$ cat config.mk
export PLATFORM = sky130hd
export DESIGN_NAME = byte_accumulator
export DESIGN_NICKNAME = d
export VERILOG_FILES = /design/src/rtl/byte_accumulator_pkg.sv /design/src/rtl/byte_accumulator_carry_select.sv /design/src/rtl/byte_accumulator.sv
export SDC_FILE = /design/constraint.sdc
export NUM_CORES = 1
export LEC_CHECK = 0
export CAP_MARGIN = 0
export CORE_UTILIZATION = 50
export CTS_BUF_LIST = sky130_fd_sc_hd__clkbuf_16
export CTS_CLUSTER_SIZE = 30
export DETAILED_ROUTE_END_ITERATION = 10
export PLACE_DENSITY = 0.83
export SYNTH_ARGS = -nofsm -noshare
export SYNTH_HDL_FRONTEND = slang
export SYNTH_SLANG_ARGS = --single-unit
$ cat constraint.sdc
create_clock -name clk -period 6.7 [get_ports clk]
set_input_delay 2.01 -clock clk [delete_from_list [all_inputs] [get_ports clk]]
set_output_delay 2.01 -clock clk [all_outputs]
set_load 0.005 [all_outputs]
$ cat src/rtl/byte_accumulator_pkg.sv
// Shared definitions for the byte accumulator: FSM states, default sizes
// and the width helper for the beat counter.
package byte_accumulator_pkg;

    typedef enum logic {
        ACC  = 1'b0,
        HOLD = 1'b1
    } acc_state_e;

    localparam int ACC_W_DEF = 12;
    localparam int N_MAX_DEF = 32;

    // Bits needed to hold a beat count from 0 up to and including n_max.
    function automatic int count_w(input int n_max);
        return $clog2(n_max + 1);
    endfunction

endpackage

$ cat src/rtl/byte_accumulator_carry_select.sv
// 8-bit carry-select adder: the low nibble ripples, and the high nibble is
// precomputed for both carry-in values so the low carry only drives a mux.
module byte_accumulator_carry_select (
    input  logic [7:0] a,
    input  logic [7:0] b,
    input  logic       cin,
    output logic [7:0] sum,
    output logic       cout
);

    logic [4:0] lo_nib;
    logic [4:0] hi_c0;
    logic [4:0] hi_c1;

    // Low nibble with its real carry-in; high nibble both ways in parallel.
    always_comb begin
        lo_nib = {1'b0, a[3:0]} + {1'b0, b[3:0]} + {4'b0000, cin};
        hi_c0  = {1'b0, a[7:4]} + {1'b0, b[7:4]};
        hi_c1  = {1'b0, a[7:4]} + {1'b0, b[7:4]} + 5'd1;
    end

    assign sum  = {(lo_nib[4] ? hi_c1[3:0] : hi_c0[3:0]), lo_nib[3:0]};
    assign cout = lo_nib[4] ? hi_c1[4] : hi_c0[4];

endmodule

$ cat src/rtl/byte_accumulator.sv
// Frame accumulator: sums unsigned bytes until in_last or N_MAX beats, then
// presents sum, beat count and sticky overflow until downstream takes them.
module byte_accumulator
    import byte_accumulator_pkg::*;
#(
    parameter int ACC_W = ACC_W_DEF,
    parameter int N_MAX = N_MAX_DEF
) (
    input  logic                        clk,
    input  logic                        rst_n,
    input  logic                        in_valid,
    output logic                        in_ready,
    input  logic [7:0]                  in_data,
    input  logic                        in_last,
    output logic                        out_valid,
    input  logic                        out_ready,
    output logic [ACC_W-1:0]            out_sum,
    output logic [count_w(N_MAX)-1:0]   out_count,
    output logic                        out_ovf
);

    localparam int CNT_W = count_w(N_MAX);
    localparam int UP_W  = ACC_W - 8;
    localparam logic [CNT_W-1:0] N_MAX_C = CNT_W'(N_MAX);

    acc_state_e       state_q, state_d;
    logic [ACC_W-1:0] acc_q, acc_d;
    logic [CNT_W-1:0] count_q, count_d;
    logic             ovf_q, ovf_d;

    logic [7:0]       low_sum;
    logic             low_cout;
    logic [UP_W-1:0]  upper_sum;
    logic             upper_wrap;
    logic [CNT_W-1:0] count_inc;

    byte_accumulator_carry_select u_low_add (
        .a    (acc_q[7:0]),
        .b    (in_data),
        .cin  (1'b0),
        .sum  (low_sum),
        .cout (low_cout)
    );

    // Upper field absorbs the low-byte carry; wrapping it is the overflow event.
    always_comb begin
        upper_sum  = acc_q[ACC_W-1:8] + UP_W'(low_cout);
        upper_wrap = low_cout & (&acc_q[ACC_W-1:8]);
        count_inc  = count_q + CNT_W'(1);
    end

    // Next-state logic: collect beats in ACC, wait for the consumer in HOLD.
    always_comb begin
        state_d = state_q;
        acc_d   = acc_q;
        count_d = count_q;
        ovf_d   = ovf_q;
        case (state_q)
            ACC: begin
                if (in_valid) begin
                    acc_d   = {upper_sum, low_sum};
                    count_d = count_inc;
                    ovf_d   = ovf_q | upper_wrap;
                    if (in_last || (count_inc == N_MAX_C)) begin
                        state_d = HOLD;
                    end
                end
            end
            HOLD: begin
                if (out_ready) begin
                    state_d = ACC;
                    acc_d   = '0;
                    count_d = '0;
                    ovf_d   = 1'b0;
                end
            end
            default: begin
                state_d = ACC;
            end
        endcase
    end

    // State and frame registers with synchronous active-low reset.
    always_ff @(posedge clk) begin
        if (!rst_n) begin
            state_q <= ACC;
            acc_q   <= '0;
            count_q <= '0;
            ovf_q   <= 1'b0;
        end else begin
            state_q <= state_d;
            acc_q   <= acc_d;
            count_q <= count_d;
            ovf_q   <= ovf_d;
        end
    end

    assign in_ready  = (state_q == ACC);
    assign out_valid = (state_q == HOLD);
    assign out_sum   = acc_q;
    assign out_count = count_q;
    assign out_ovf   = ovf_q;

endmodule

# After elaboration in Yosys (flattened, before gate mapping)
# Index checks and enable logic that the tools add are counted.
[op_classes]
add_sub_neg = 5
mul = 0
n_div = 0
n_lt_le_gt_ge = 0
n_eq_ne = 3
shift = 0
muxes = 15
bitwise = 3
reduce_logical = 3
[op_table]
columns = ["operator", "n"]
rows = [
  ["$mux W12", 2],
  ["$pmux W12 S2", 1],
  ["$mux W6", 2],
  ["$pmux W6 S2", 1],
  ["$add A4 B4 Y5", 2],
  ["$add A6 B1 Y6 const B", 1],
  ["$eq A6 B6 Y1 const B", 1],
  ["$mux W1", 6],
  ["$add A5 B1 Y5 const B", 1],
  ["$add A4 B1 Y4", 1],
  ["$mux W4", 1],
  ["$ne A2 B2 Y1 const B", 2],
  ["$pmux W1 S2", 2],
  ["$reduce_and A4 Y1", 1],
  ["$reduce_and A2 Y1", 1],
  ["$and A1 B1 Y1", 1],
  ["$logic_or A1 B1 Y1", 1],
  ["$not A1 Y1", 1],
  ["$or A1 B1 Y1", 1],
]
[totals]
ff_bits = 20
latchBits = 0
mem_bits_rw = 0
romBits = 0
inputBits = 13
word_cells = 33
n_memories = 0

# Logic depth before layout (Yosys ltp)
[depth]
ltp_word = 7
ltp_mapped = 12
depth_no_buf = 12

# By module
# A second synthesis with hierarchy kept.
[unflattened]
hier_cells = 144
hier_area_um2 = 1273.7
[by_module_without_submodules]
columns = ["mod", "n_inst", "cells_per_inst", "area_per_inst_um2", "seq_area_each_um2"]
rows = [
  ["byte_accumulator", 1, 97, 889.6, 400.4],
  ["byte_accumulator_carry_select", 1, 47, 384.1, 0.0],
]

# Worst setup path before layout
# OpenSTA, ideal clock, no wires.
[synth_timing]
kind = "input port to flip-flop"
start = "input in_data[0]"
end = "register acc_q[9] (netlist: out_sum[9])"
setup_time_ps = 118
t_arrival_ps = 3990
required_time_ps = 6582
path_slack_ps = 2592
stages = 11
path_buffers = 0
cell_sequence = "ha_1 inv_1 fa_1 nand2b_1 a21oi_2 nor4b_4 xnor2_1 ha_1 ha_1 a22oi_1 nor2b_1"
[synth_between]
elab_chain_len = 5
[synth_rtl]
columns = ["element", "line", "rtl"]
rows = [
  ["from (decl)", "byte_accumulator.sv:13", "input logic [7:0] in_data,"],
  ["$add A4 B4 Y5", "byte_accumulator_carry_select.sv:17", "lo_nib = {1'b0, a[3:0]} + {1'b0, b[3:0]} + {4'b0000, cin};"],
  ["$mux W1", "byte_accumulator_carry_select.sv:23", "assign cout = lo_nib[4] ? hi_c1[4] : hi_c0[4];"],
  ["$add A4 B1 Y4", "byte_accumulator.sv:47", "upper_sum = acc_q[ACC_W-1:8] + UP_W'(low_cout);"],
  ["$mux W12", "byte_accumulator.sv:60", "if (in_valid) begin"],
  ["$pmux W12 S2", "byte_accumulator.sv:58", "case (state_q)"],
  ["to (signal assigned)", "byte_accumulator.sv:87", "acc_q <= '0;"],
  ["to (signal assigned)", "byte_accumulator.sv:92", "acc_q <= acc_d;"],
  ["to (decl)", "byte_accumulator.sv:27", "logic [ACC_W-1:0] acc_q, acc_d;"],
]
# Every way passes these cells. The select of a mux whose other input is x is not followed.
# A chain may end at the register's enable or synchronous reset.

# Worst setup path after layout
# Same ends and word-level chain as after synthesis.

==> reports/qor.csv <==
metric;value;unit
syn_area;1240;um2
fin_tns_setup;0;ns
slowest_delay;0.46;ns
cts_sinks;20;
synth_cell_types;36;
htreeDepth;1;
tightest_slew;1.16;ns
antenna_left;0;
fin_crit;4.59;ns
finalWirelength;2900;um
synth_top_family_by_area;simple AND/OR/NAND/NOR gates;
ys_seq_elements;20;
clockBufferDepth;2;
clock_latency;0.25;ns
timing.rr.start;out_sum[0];
finalCritPeriodShare;0.685;
numCtsBuffers;3;
synth_edf_count;0;
first_global_vias;1088;
dp.cells;197;
slowest_stage;clkdlybuf4s50_1;
synthFlopType;dfxtp_1;
coreArea;2280;um2
p_per_area;211;nW/um2
hold_viol;0;
grt_pass1_wl;4690;um
routedWlPerCell;14.4;um
routed.top_layer;met4;
first_pass_iters;4;
maxSlewViolCount;0;
yosys_warnings;0;
path_cells;clkdlybuf4s50_1 -> ha_1 -> inv_1 -> fa_1 -> nand2b_1 -> a21oi_2 -> nor4b_4 -> xnor2_1 -> ha_1 -> ha_1 -> a22oi_1 -> nor2b_1;
cts_tree;built;
cpLargestDelayFamily;adder cells;
worstSetupPathType;in2reg;
leakagePower;0.660;nW
status;finished clean;
reg2reg_depth;11;
syn_area_per_cell;8.79;um2
cts_resized;0;
r2r-end;out_sum[9];
ir_worst_vdd;0.184;mV
cts_setup_buffers;0;
fin_util;0.731;
wl_met1;1320;um
final_common_cell;clkdlybuf4s50_1;
arrival;4.73;ns
root_buffer;clkbuf_16;
fin_nets;201;
routed-via-count;1141;
synth-xor-area-share;0.0556;
dp_slack;1.90;ns
critPathRequiredTime;6.84;ns
antenna_found_initial;0;
setup_slack;2.11;ns
yosysSeqAreaShare;0.323;
cp_max_fo;6;
pin_count;34;
hold_start;out_sum[7];
setup_viol;0;
rsz0062_at_grt;false;
hp-class;reg2reg;
min_to;out_sum[7];
cts_hold_buf;0;
finalClockSkew;0.00129;ns
die_w;51.8;um
clkTransAtPathRegs;0.06;ns
end_kind;flip-flop;
num_rows;17;
crit_path_frequent_cell;ha_1;
synthMuxAreaShare;0.00808;
relSlewSlack;0.226;
whs_path_depth;2;
wl_met3;90;um
r2r_slack;3.97;ns
grt_util_all_layers;0.237;
cp_num_buf_inv;2;
area_delta_synth_final;34.2;%
startpoint_type;primary input;
fin_cells;201;
num_antenna_cells;0;
yosys.area_share.adder;0.154;
die_area;2680;um2
place_hpwl;2070;um
fillers;165;
grt_max_degree;21;
total_power;0.351;mW
synth-simple-area-share;0.247;
start_util;0.544;
max_freq;218;MHz
cap_violations;0;
io_buffers;33;
via_per_inst;5.68;
gp_congestion;0.808;
drive_above_1_share;0.0578;
wl_met2;1470;um
syn_nets;168;
first_iter_violations;28;
syn_inst;141;
drc_errors;0;
synth_compound_area_frac;0.181;
mostFrequentLayoutCells;clkdlybuf4s50_1 (33), dfxtp_1 (20), ha_1 (12);
die_h;51.8;um
async_reset_ff_frac;0;
grt_overflow;0;
[cell families after synthesis]
logic type                 Yosys count
buffers and inverters               10
AOI/OAI and AO/OA                   34
xor gates and xnor gates             7
adders and majority gates           14
and+or+nand+nor                     55
DFF                                 20
muxes                                1
[per-layer routing]
layer | global-route usage | vias to the layer above
met3 | 0.0556 | 2
met1 | 0.277 | 549
met2 | 0.433 | 25
li1 | - | 565
met4 | 0.0541 | 0
met5 | 0 | -
[worst max-delay path by stage]
stage,start,to,cells after the start
floorplan,in_data[0],out_sum[9],11
global placement,in_data[0],out_sum[9],12
detailed placement,in_data[0],out_sum[9],12
CTS,in_data[0],out_sum[9],12
global route,in_data[0],out_sum[9],12
finish,in_data[0],out_sum[9],12
[worst register-to-register path, cell delays in order, from the launching register on]
cell,delay (ns)
dfxtp_1,0.35
ha_1,0.18
inv_1,0.06
fa_1,0.36
nand2b_1,0.19
a21oi_2,0.32
nor4b_4,0.27
xnor2_1,0.17
ha_1,0.23
ha_1,0.24
a22oi_1,0.17
nor2b_1,0.07
[report_power, final]
group          switching [mW]  leakage [nW]  internal (mW)
clock network          0.0448        0.0385         0.0795
logic                  0.0443         0.459         0.0491
registers             0.00710         0.163          0.126
total                  0.0962         0.660          0.255
[cells in the mapped netlist (4+ instances only)]
library cell	instances	share of area
nand3_1	6	0.024
clkbuf_1	4	0.012
and2_1	4	0.020
nor2b_1	10	0.051
nand2_1	10	0.030
a21oi_1	7	0.028
dfxtp_1	20	0.32
inv_1	5	0.015
nor2_1	10	0.030
a22oi_1	6	0.036
o21ai_0	8	0.032
ha_1	12	0.12
[state kept, by name (all words and copies together) (netlist names)]
name       count
out_count      6
out_valid      1
out_sum       12
out_ovf        1
[area by class of cell]
type | count | area [um2] | share of cell area
Multi-Input combinational cell | 111 | 800 | 0.481
Sequential cell | 20 | 400 | 0.241
Timing Repair Buffer | 33 | 330 | 0.199
Clock buffer | 3 | 75.1 | 0.0451
Tap cell | 28 | 35.0 | 0.0211
Inverter | 5 | 18.8 | 0.0113
Clock inverter | 1 | 3.75 | 0.00226
[through the flow]
| stage | instance area (um2) | hold slack [ns] |
|---|---|---|
| finish | 1660 | 0.499 |
| global route | 1660 | 0.542 |
| CTS | 1660 | 0.505 |
| detailed placement | 1580 | 0.498 |
| global placement | 1580 | 0.482 |
| floorplan | 1240 | 0.482 |
(Power assumes the default switching activity.)
